[src/rtl/pooling_pkg.sv]
// Shared constants and helpers for the streaming NxN pooling block.
package pooling_pkg;

  localparam logic POOL_MODE_AVG = 1'b0;
  localparam logic POOL_MODE_MAX = 1'b1;

  // Width needed to hold N*N full-scale pixels without overflow.
  function automatic int acc_width(input int res, input int n);
    return res + 2 * $clog2(n);
  endfunction

endpackage

[src/rtl/pool_combine.sv]
// Per-channel combine (add or unsigned max) and final average shift.
// POOL_ROUND_EN selects half-up rounding of the average instead of truncation.
module pool_combine
  import pooling_pkg::*;
#(
  parameter int RESOLUTION = 8,
  parameter int N          = 2,
  parameter int ACC_W      = acc_width(RESOLUTION, N)
)(
  input  logic [ACC_W-1:0]      i_acc,
  input  logic [RESOLUTION-1:0] i_pix,
  input  logic                  i_first,
  input  logic                  i_mode,
  output logic [ACC_W-1:0]      o_comb,
  output logic [RESOLUTION-1:0] o_result
);
  localparam int SH = 2 * $clog2(N);

  logic [ACC_W-1:0]      w_pix_ext;
  logic [RESOLUTION-1:0] w_avg;

  assign w_pix_ext = ACC_W'(i_pix);

  always_comb begin
    o_comb = i_acc + w_pix_ext;
    if (i_first)                       o_comb = w_pix_ext;
    else if (i_mode == POOL_MODE_MAX)  o_comb = (i_acc > w_pix_ext) ? i_acc : w_pix_ext;
  end

`ifdef POOL_ROUND_EN
  // One extra bit so the full-scale sum plus half cannot wrap.
  localparam logic [ACC_W:0] HALF = (ACC_W + 1)'(1) << (SH - 1);
  logic [ACC_W:0] w_sum;
  assign w_sum = {1'b0, o_comb} + HALF;
  assign w_avg = RESOLUTION'(w_sum >> SH);
`else
  assign w_avg = RESOLUTION'(o_comb >> SH);
`endif

  assign o_result = (i_mode == POOL_MODE_MAX) ? RESOLUTION'(o_comb) : w_avg;

endmodule

[src/rtl/pooling_stream_nxn.sv]
// Streaming NxN non-overlapping pooling (average or max) over a raster pixel stream.
// Optional POOL_ROUND_EN (in pool_combine) rounds the average half-up.
module pooling_stream_nxn
  import pooling_pkg::*;
#(
  parameter int RESOLUTION = 8,
  parameter int N          = 2,
  parameter int IN_SIDE    = 28,
  parameter int CHANNELS   = 1,
  parameter int OUT_SIDE   = IN_SIDE / N,
  parameter int ACC_W      = acc_width(RESOLUTION, N)
)(
  input  logic                           clk,
  input  logic                           reset,
  input  logic                           mode,
  input  logic                           in_valid,
  output logic                           in_ready,
  input  logic [CHANNELS*RESOLUTION-1:0] in_pixels,
  output logic                           out_valid,
  input  logic                           out_ready,
  output logic [CHANNELS*RESOLUTION-1:0] out_pixels,
  output logic                           out_last,
  output logic                           frame_busy
);
  generate
    if (IN_SIDE % N != 0) begin : g_bad_side
      $error("IN_SIDE must be a multiple of N");
    end
    if (N < 2 || (N & (N - 1)) != 0) begin : g_bad_n
      $error("N must be a power of 2 and at least 2");
    end
    if (OUT_SIDE != IN_SIDE / N) begin : g_bad_out
      $error("OUT_SIDE is derived and must equal IN_SIDE/N");
    end
  endgenerate

  localparam int CW = $clog2(N);
  localparam int PW = (OUT_SIDE > 1) ? $clog2(OUT_SIDE) : 1;
  localparam logic [CW-1:0] CIP_LAST  = CW'(N - 1);
  localparam logic [PW-1:0] POOL_LAST = PW'(OUT_SIDE - 1);

  logic [CW-1:0] r_cip, r_srow;
  logic [PW-1:0] r_pcol, r_prow;
  logic          r_mode, r_out_valid, r_out_last, r_busy;
  logic [CHANNELS-1:0][RESOLUTION-1:0] r_out_pix;
  logic [CHANNELS-1:0][ACC_W-1:0]      r_acc [OUT_SIDE];

  logic w_in_xfer, w_out_xfer, w_start, w_first, w_done, w_last, w_mode, w_load;
  logic [CHANNELS-1:0][ACC_W-1:0]      w_acc_rd, w_comb;
  logic [CHANNELS-1:0][RESOLUTION-1:0] w_res;

  assign in_ready   = !r_out_valid || out_ready;
  assign w_in_xfer  = in_valid && in_ready;
  assign w_out_xfer = r_out_valid && out_ready;
  assign w_start    = (r_cip == '0) && (r_pcol == '0) && (r_srow == '0) && (r_prow == '0);
  assign w_first    = (r_srow == '0) && (r_cip == '0);
  assign w_done     = (r_srow == CIP_LAST) && (r_cip == CIP_LAST);
  assign w_last     = (r_prow == POOL_LAST) && (r_pcol == POOL_LAST);
  // The first beat of a frame already uses the incoming mode.
  assign w_mode     = w_start ? mode : r_mode;
  assign w_load     = w_in_xfer && w_done;
  assign w_acc_rd   = r_acc[r_pcol];

  for (genvar c = 0; c < CHANNELS; c++) begin : g_ch
    pool_combine #(.RESOLUTION(RESOLUTION), .N(N), .ACC_W(ACC_W)) u_comb (
      .i_acc    (w_acc_rd[c]),
      .i_pix    (in_pixels[c*RESOLUTION +: RESOLUTION]),
      .i_first  (w_first),
      .i_mode   (w_mode),
      .o_comb   (w_comb[c]),
      .o_result (w_res[c])
    );
  end

  // Completed windows go straight to the output register, never back to the line.
  always_ff @(posedge clk) begin
    if (w_in_xfer && !w_done) r_acc[r_pcol] <= w_comb;
  end

  always_ff @(posedge clk or negedge reset) begin
    if (!reset) begin
      r_cip  <= '0;
      r_pcol <= '0;
      r_srow <= '0;
      r_prow <= '0;
    end else if (w_in_xfer) begin
      if (r_cip == CIP_LAST) begin
        r_cip <= '0;
        if (r_pcol == POOL_LAST) begin
          r_pcol <= '0;
          if (r_srow == CIP_LAST) begin
            r_srow <= '0;
            r_prow <= (r_prow == POOL_LAST) ? '0 : r_prow + 1'b1;
          end else begin
            r_srow <= r_srow + 1'b1;
          end
        end else begin
          r_pcol <= r_pcol + 1'b1;
        end
      end else begin
        r_cip <= r_cip + 1'b1;
      end
    end
  end

  always_ff @(posedge clk or negedge reset) begin
    if (!reset) begin
      r_out_valid <= 1'b0;
      r_out_last  <= 1'b0;
      r_out_pix   <= '0;
      r_busy      <= 1'b0;
      r_mode      <= POOL_MODE_AVG;
    end else begin
      if (w_load) begin
        r_out_valid <= 1'b1;
        r_out_pix   <= w_res;
        r_out_last  <= w_last;
      end else if (w_out_xfer) begin
        r_out_valid <= 1'b0;
        r_out_pix   <= '0;
        r_out_last  <= 1'b0;
      end
      if (w_out_xfer && r_out_last) r_busy <= 1'b0;
      // A new frame starting on the same edge keeps busy asserted.
      if (w_in_xfer && w_start) begin
        r_busy <= 1'b1;
        r_mode <= mode;
      end
    end
  end

  assign out_valid  = r_out_valid;
  assign out_pixels = r_out_pix;
  assign out_last   = r_out_last;
  assign frame_busy = r_busy;

endmodule

[config.mk]
export PLATFORM = sky130hd
export DESIGN_NAME = pooling_stream_nxn
export DESIGN_NICKNAME = d
export VERILOG_FILES = /design/src/rtl/pooling_pkg.sv /design/src/rtl/pool_combine.sv /design/src/rtl/pooling_stream_nxn.sv
export SDC_FILE = /design/constraint.sdc
export NUM_CORES = 1
export LEC_CHECK = 0
export BUFFER_PORTS_ARGS = -buffer_cell sky130_fd_sc_hd__buf_2
export CAP_MARGIN = 5
export CORE_AREA = 2 2 129 131
export DETAILED_ROUTE_END_ITERATION = 12
export DIE_AREA = 0 0 131 133
export GPL_TIMING_DRIVEN = 0
export PLACE_DENSITY = 0.69
export SYNTH_ARGS = -nofsm -noshare
export SYNTH_HDL_FRONTEND = slang
export SYNTH_HIERARCHICAL = 1
export SYNTH_SLANG_ARGS = --single-unit
[constraint.sdc]
create_clock -name clk -period 6.9 [get_ports clk]
set_clock_uncertainty 0.15 [all_clocks]
set_input_delay 0.345 -clock clk [delete_from_list [all_inputs] [get_ports clk]]
set_output_delay 0.345 -clock clk [all_outputs]
set_load 0.03 [all_outputs]
# Word-level counts from Yosys, hierarchy flattened
# Memory sizes are Yosys's and may differ from the RTL's.
# Index checks and enable logic that the tools add are counted.
# op_classes
add_sub_neg,5
n_lt_le_gt_ge,1
n_eq_ne,2
n_mux,18
bitwise_logic,2
n_reduce_logical,22
# op_table
cell,count
10-bit 2-to-1 mux,3
8-bit 2-to-1 mux,3
1-bit logical AND,12
10-bit by 8-bit adder with 10-bit output,1
10-bit by 8-bit > comparator with 1-bit output,1
1-bit 2-to-1 mux,10
"4-bit by 1-bit adder with 4-bit output, second input constant",2
"4-bit equality test, second input constant",2
4-bit logical NOT,2
4-bit 2-to-1 mux,2
4-bit AND reduction,1
2-bit nonzero test,2
3-bit AND reduction,1
"1-bit adder, second input constant",2
1-bit logical NOT,2
1-bit inverter,2
2-bit AND reduction,1
1-bit logical OR,1
# totals
register_bits,22
mem_bits_rw,140
inputBits,13
n_memories,1
# memory_table
name,depth,word_bits,read_ports,rd_clocked_by_memory_dff,write_ports,line,rtl
r_acc,14,10,1,0,1,pooling_stream_nxn.sv:46,logic [CHANNELS-1:0][ACC_W-1:0] r_acc [OUT_SIDE];

# Logic depth before layout (Yosys ltp)
# depth
depth_word,9
depth_mapped,16

# Hierarchy
# Netlist, hierarchy kept.
# by_module_without_submodules
mod,n_inst,cells_each,area_each_um2
pooling_stream_nxn,1,411,6565.0
pool_combine,1,194,1332.5

# Worst setup path before layout
# No wires, ideal clock.
# synth_timing
path_kind,register to register
startpoint,reg r_pcol[1]
endpoint,mem r_acc[0][4] (netlist bit) (data pin)
setup_time_ns,0.456
t_arrival_ns,3.828
t_required_ns,6.294
setup_slack_ns,2.466
stages_incl_launch_ff,11
n_path_buf,2
period_less_slack_ns,4.434
cell_sequence,dfrtp_1 buf_2 buf_4 mux2_1 a221oi_1 o211ai_1 ha_1 a2111oi_4 o2111a_1 nor4_1 a2111oi_0
# synth_rtl
element,line,rtl
from (decl),pooling_stream_nxn.sv:43,"logic [PW-1:0] r_pcol, r_prow;"
from (signal assigned),pooling_stream_nxn.sv:98,r_pcol <= r_pcol + 1'b1;
to (decl),pooling_stream_nxn.sv:46,

==> impl_results.md <==
- CTS resizes: 0
- WP data arrival: 5.03 ns
- Initial DRC count: ~580
- Post-synthesis sequential area ratio: 60.2%
- Min Hold Slack: between 0.01 and 0.015 ns
- Row cnt: 47
- Number of diodes: 0
- WL per Instance: roughly 22 um
- Initial Util: 48.8%
- Max-slew headroom: around 16%
- Largest net degree at the start of global routing: 23
- Clock slew at reported path FFs: 0.06 ns
- Ys async rst share: between 10% and 20%
- CP required: 6.80 ns
- Share of layout cells above drive strength 1: around 16%
- Root buf cell: clkbuf_16
- EDFF count, synth: 140
- Total CTS buffers: 17
- Fin crit share: between 70 and 80%
- Max incr delay on CP: slightly below 1 ns
- Gpl congestion: roughly 1
- # fillers: 1295
- Vias per cell: just over 6
- Tmin final: about 5.1 ns
- Core area: roughly 16000 um2
- Delay-heaviest family, CP: compound AO/OA/AOI/OAI gates
- Yosys warnings: 6
- Global Route Usage Sum: 23.2%
- Setup tns final: 0 ns
- Critical setup path kind: reg2reg
- Synthesized area per cell: between 10 and 15 um2
- Initial antenna violation count: 0
- GRT overflow: 0
- First-pass GRT wire length: ~30 mm
- Least-Margin Pin Slew: between 1 and 1.5 ns
- Die Y: about 130 um
- H-tree levels: 4
- TritonCTS clock tree: built
- Synth Flop Type: edfxtp_1
- Vias in the first global route: roughly 5200
- Placed wire-length estimate: approximately 14 mm
- Yosys cell types: 75
- Crit Path Max Fanout: 14
- Post-place setup slack: 1.61 ns
- Cell count after synthesis: 605
- Startpoint types: flip-flop
- Sequential cell area: 4750 um2
- Full die area: ~17000 um2
- Syn-to-layout area delta: 14.3%
- CP Cell Sequence: buf_2, buf_2, mux2i_1, o22ai_1, a221oi_1, o211ai_1, ha_1, nand4_1, nor4_2, mux2_1, buf_4, nor2_2, o211ai_1
- Residual DRC: 0
- Final setup viols: 0
- Via count: about 5500
- Status: complete, no violations
- Yosys reg bits: ~160
- Final hold violations: 0
- Router iterations before antenna repair: 5
- Clk sink count: around 160
- F_max: 195 MHz
- # IOs: 25
- CTS Buffer Depth: 2
- Chip Width: about 130 um
- Max-cap violations: 0
- CP bufs+invs: 3
- Critical path's slowest cell: o211ai_1
- Slew Limit Fails: 0
- Final ANT Viol Nets: 0
- Final WL: 19.5 mm
- Worst min path class: in2reg
- Port Buf Inserts: 24
- Multi-input logic area: roughly 2900 um2
- Syn nets: between 600 and 700
- Worst-Skew Late Latency: 0.43 ns
- Area of the mapped netlist: between 7000 and 8000 um2
- Nets: between 600 and 700
- Final worst-path setup slack: around 1.8 ns
- CP Capture Type: flip-flop
- RSZ-0062 raised after global routing: false
stage by stage:
step	util, %	instance area [um2]	instances
detailed placement	51.8	8370	855
CTS	55.7	9010	888
global placement	51.3	8290	849
finish	55.8	9020	890
floorplan	-	7900	605
global route	55.8	9020	890
timing repair:
action / 4_1_cts / 5_1_grt
endpoints found under the hold margin: 22 / 0
setup endpoints to repair: 0 / 0
buffers inserted: 0 / 0
hold buffers: 1 / 0
final cells by class:
class                      count  area share [%]
timing repair buffer          33            2.20
sequential                   162            52.7
multi-input combinational    394            32.2
clock buffer                  17            4.71
buffer                        35            2.34
clock inverter                15            2.26
inverter                      14           0.582
tap                          220            3.05
logic make-up after synthesis:
logic type | Yosys count | synth area share, %
AND/OR/NAND/NOR | 172 | 11.2
XOR/XNOR | 7 | 0.776
adder cells (fa/ha/maj) | 17 | 2.79
flip-flops | 162 | 60.2
multiplexers | 66 | 9.13
AO/OA/AOI/OAI | 132 | 12.6
buffers and inverters | 49 | 3.34
worst paths after layout:
check / from / endpoint / slack, ns / cells after the start
max: r_pcol[1]$_DFFE_PN0P_ / r_acc[6][1]$_DFFE_PP_ / 1.77 / 13
max reg2reg: r_pcol[1]$_DFFE_PN0P_ / r_acc[6][1]$_DFFE_PP_ / 1.77 / 13
min reg2reg: r_mode$_DFFE_PN0P_ / r_mode$_DFFE_PN0P_ / 0.34 / 1
min in group asynchronous: reset / out_last$_DFFE_PN0P_ / 0.25 / 2
max in group asynchronous: reset / r_pcol[3]$_DFFE_PN0P_ / 6.01 / 2
min: mode / r_mode$_DFFE_PN0P_ / 0.01 / 2
worst register-to-register path, cell delays in order (launching register included):
cell      delay [ns]
dfrtp_1         0.32
buf_2           0.16
buf_2           0.33
mux2i_1         0.26
o22ai_1         0.12
a221oi_1        0.48
o211ai_1        0.37
ha_1            0.56
nand4_1         0.17
nor4_2          0.34
mux2_1          0.21
buf_4           0.19
nor2_2          0.09
o211ai_1        0.99
registers in the layout, summed over array words and instances (netlist names):
signal      cells
r_mode          1
frame_busy      1
r_acc         140
r_srow          1
out_pixels      8
r_prow          4
out_last        1
r_cip           1
out_valid       1
r_pcol          4
metal layers:
layer  wire length [um]  vias to the layer above  global-route usage, %
met3               1420                       49                   4.65
met2               8980                      258                   34.9
met1               8210                     2709                   31.9
met5                  0                        -                      0
met4                890                        0                   11.8
li1                   -                     2457                      -
cells in the mapped netlist (all sizes together) (10+ instances only):
library cell,number,area share (%)
o21ai,19,1.2
a21oi,18,1.3
nand2,43,2.0
mux2,15,2.2
o211ai,22,2.1
nor2,46,2.2
edfxtp,140,53
clkbuf,12,0.57
mux2i,48,6.1
inv,14,0.67
nor2b,10,0.79
buf,23,2.1
dfrtp,22,7.0
nand2b,11,0.87
ha,16,2.5
nand3,17,1.2
cell usage in the layout, fill, tap and decap left out, types with 4 or more instances in the layout:
| cell | instances |
|---|---|
| edfxtp_1 | 140 |
| mux2i_1 | 48 |
| nor2_1 | 45 |
| nand2_1 | 43 |
| buf_2 | 34 |
| o211ai_1 | 22 |
| dfrtp_1 | 22 |
| o21ai_0 | 19 |
| a21oi_1 | 17 |
| clkbuf_16 | 17 |
| nand3_1 | 16 |
| ha_1 | 16 |
| inv_1 | 14 |
| buf_4 | 12 |
| clkbuf_1 | 12 |
| nand2b_1 | 11 |
| nor2b_1 | 10 |
| mux2_1 | 8 |
| a22o_1 | 8 |
| a221oi_1 | 7 |
| nand4_1 | 7 |
| buf_6 | 6 |
| mux2_2 | 6 |
| or3_1 | 6 |
| o22ai_1 | 6 |
| a31oi_1 | 6 |
| o22a_1 | 5 |
| xnor2_1 | 5 |
| a211oi_1 | 5 |
| and2_1 | 4 |
| o31ai_1 | 4 |
| nor3_1 | 4 |
| bufinv_16 | 4 |
Power is not shown: default switching activity piles up to over one toggle a cycle in this logic, so the estimate is an artifact.
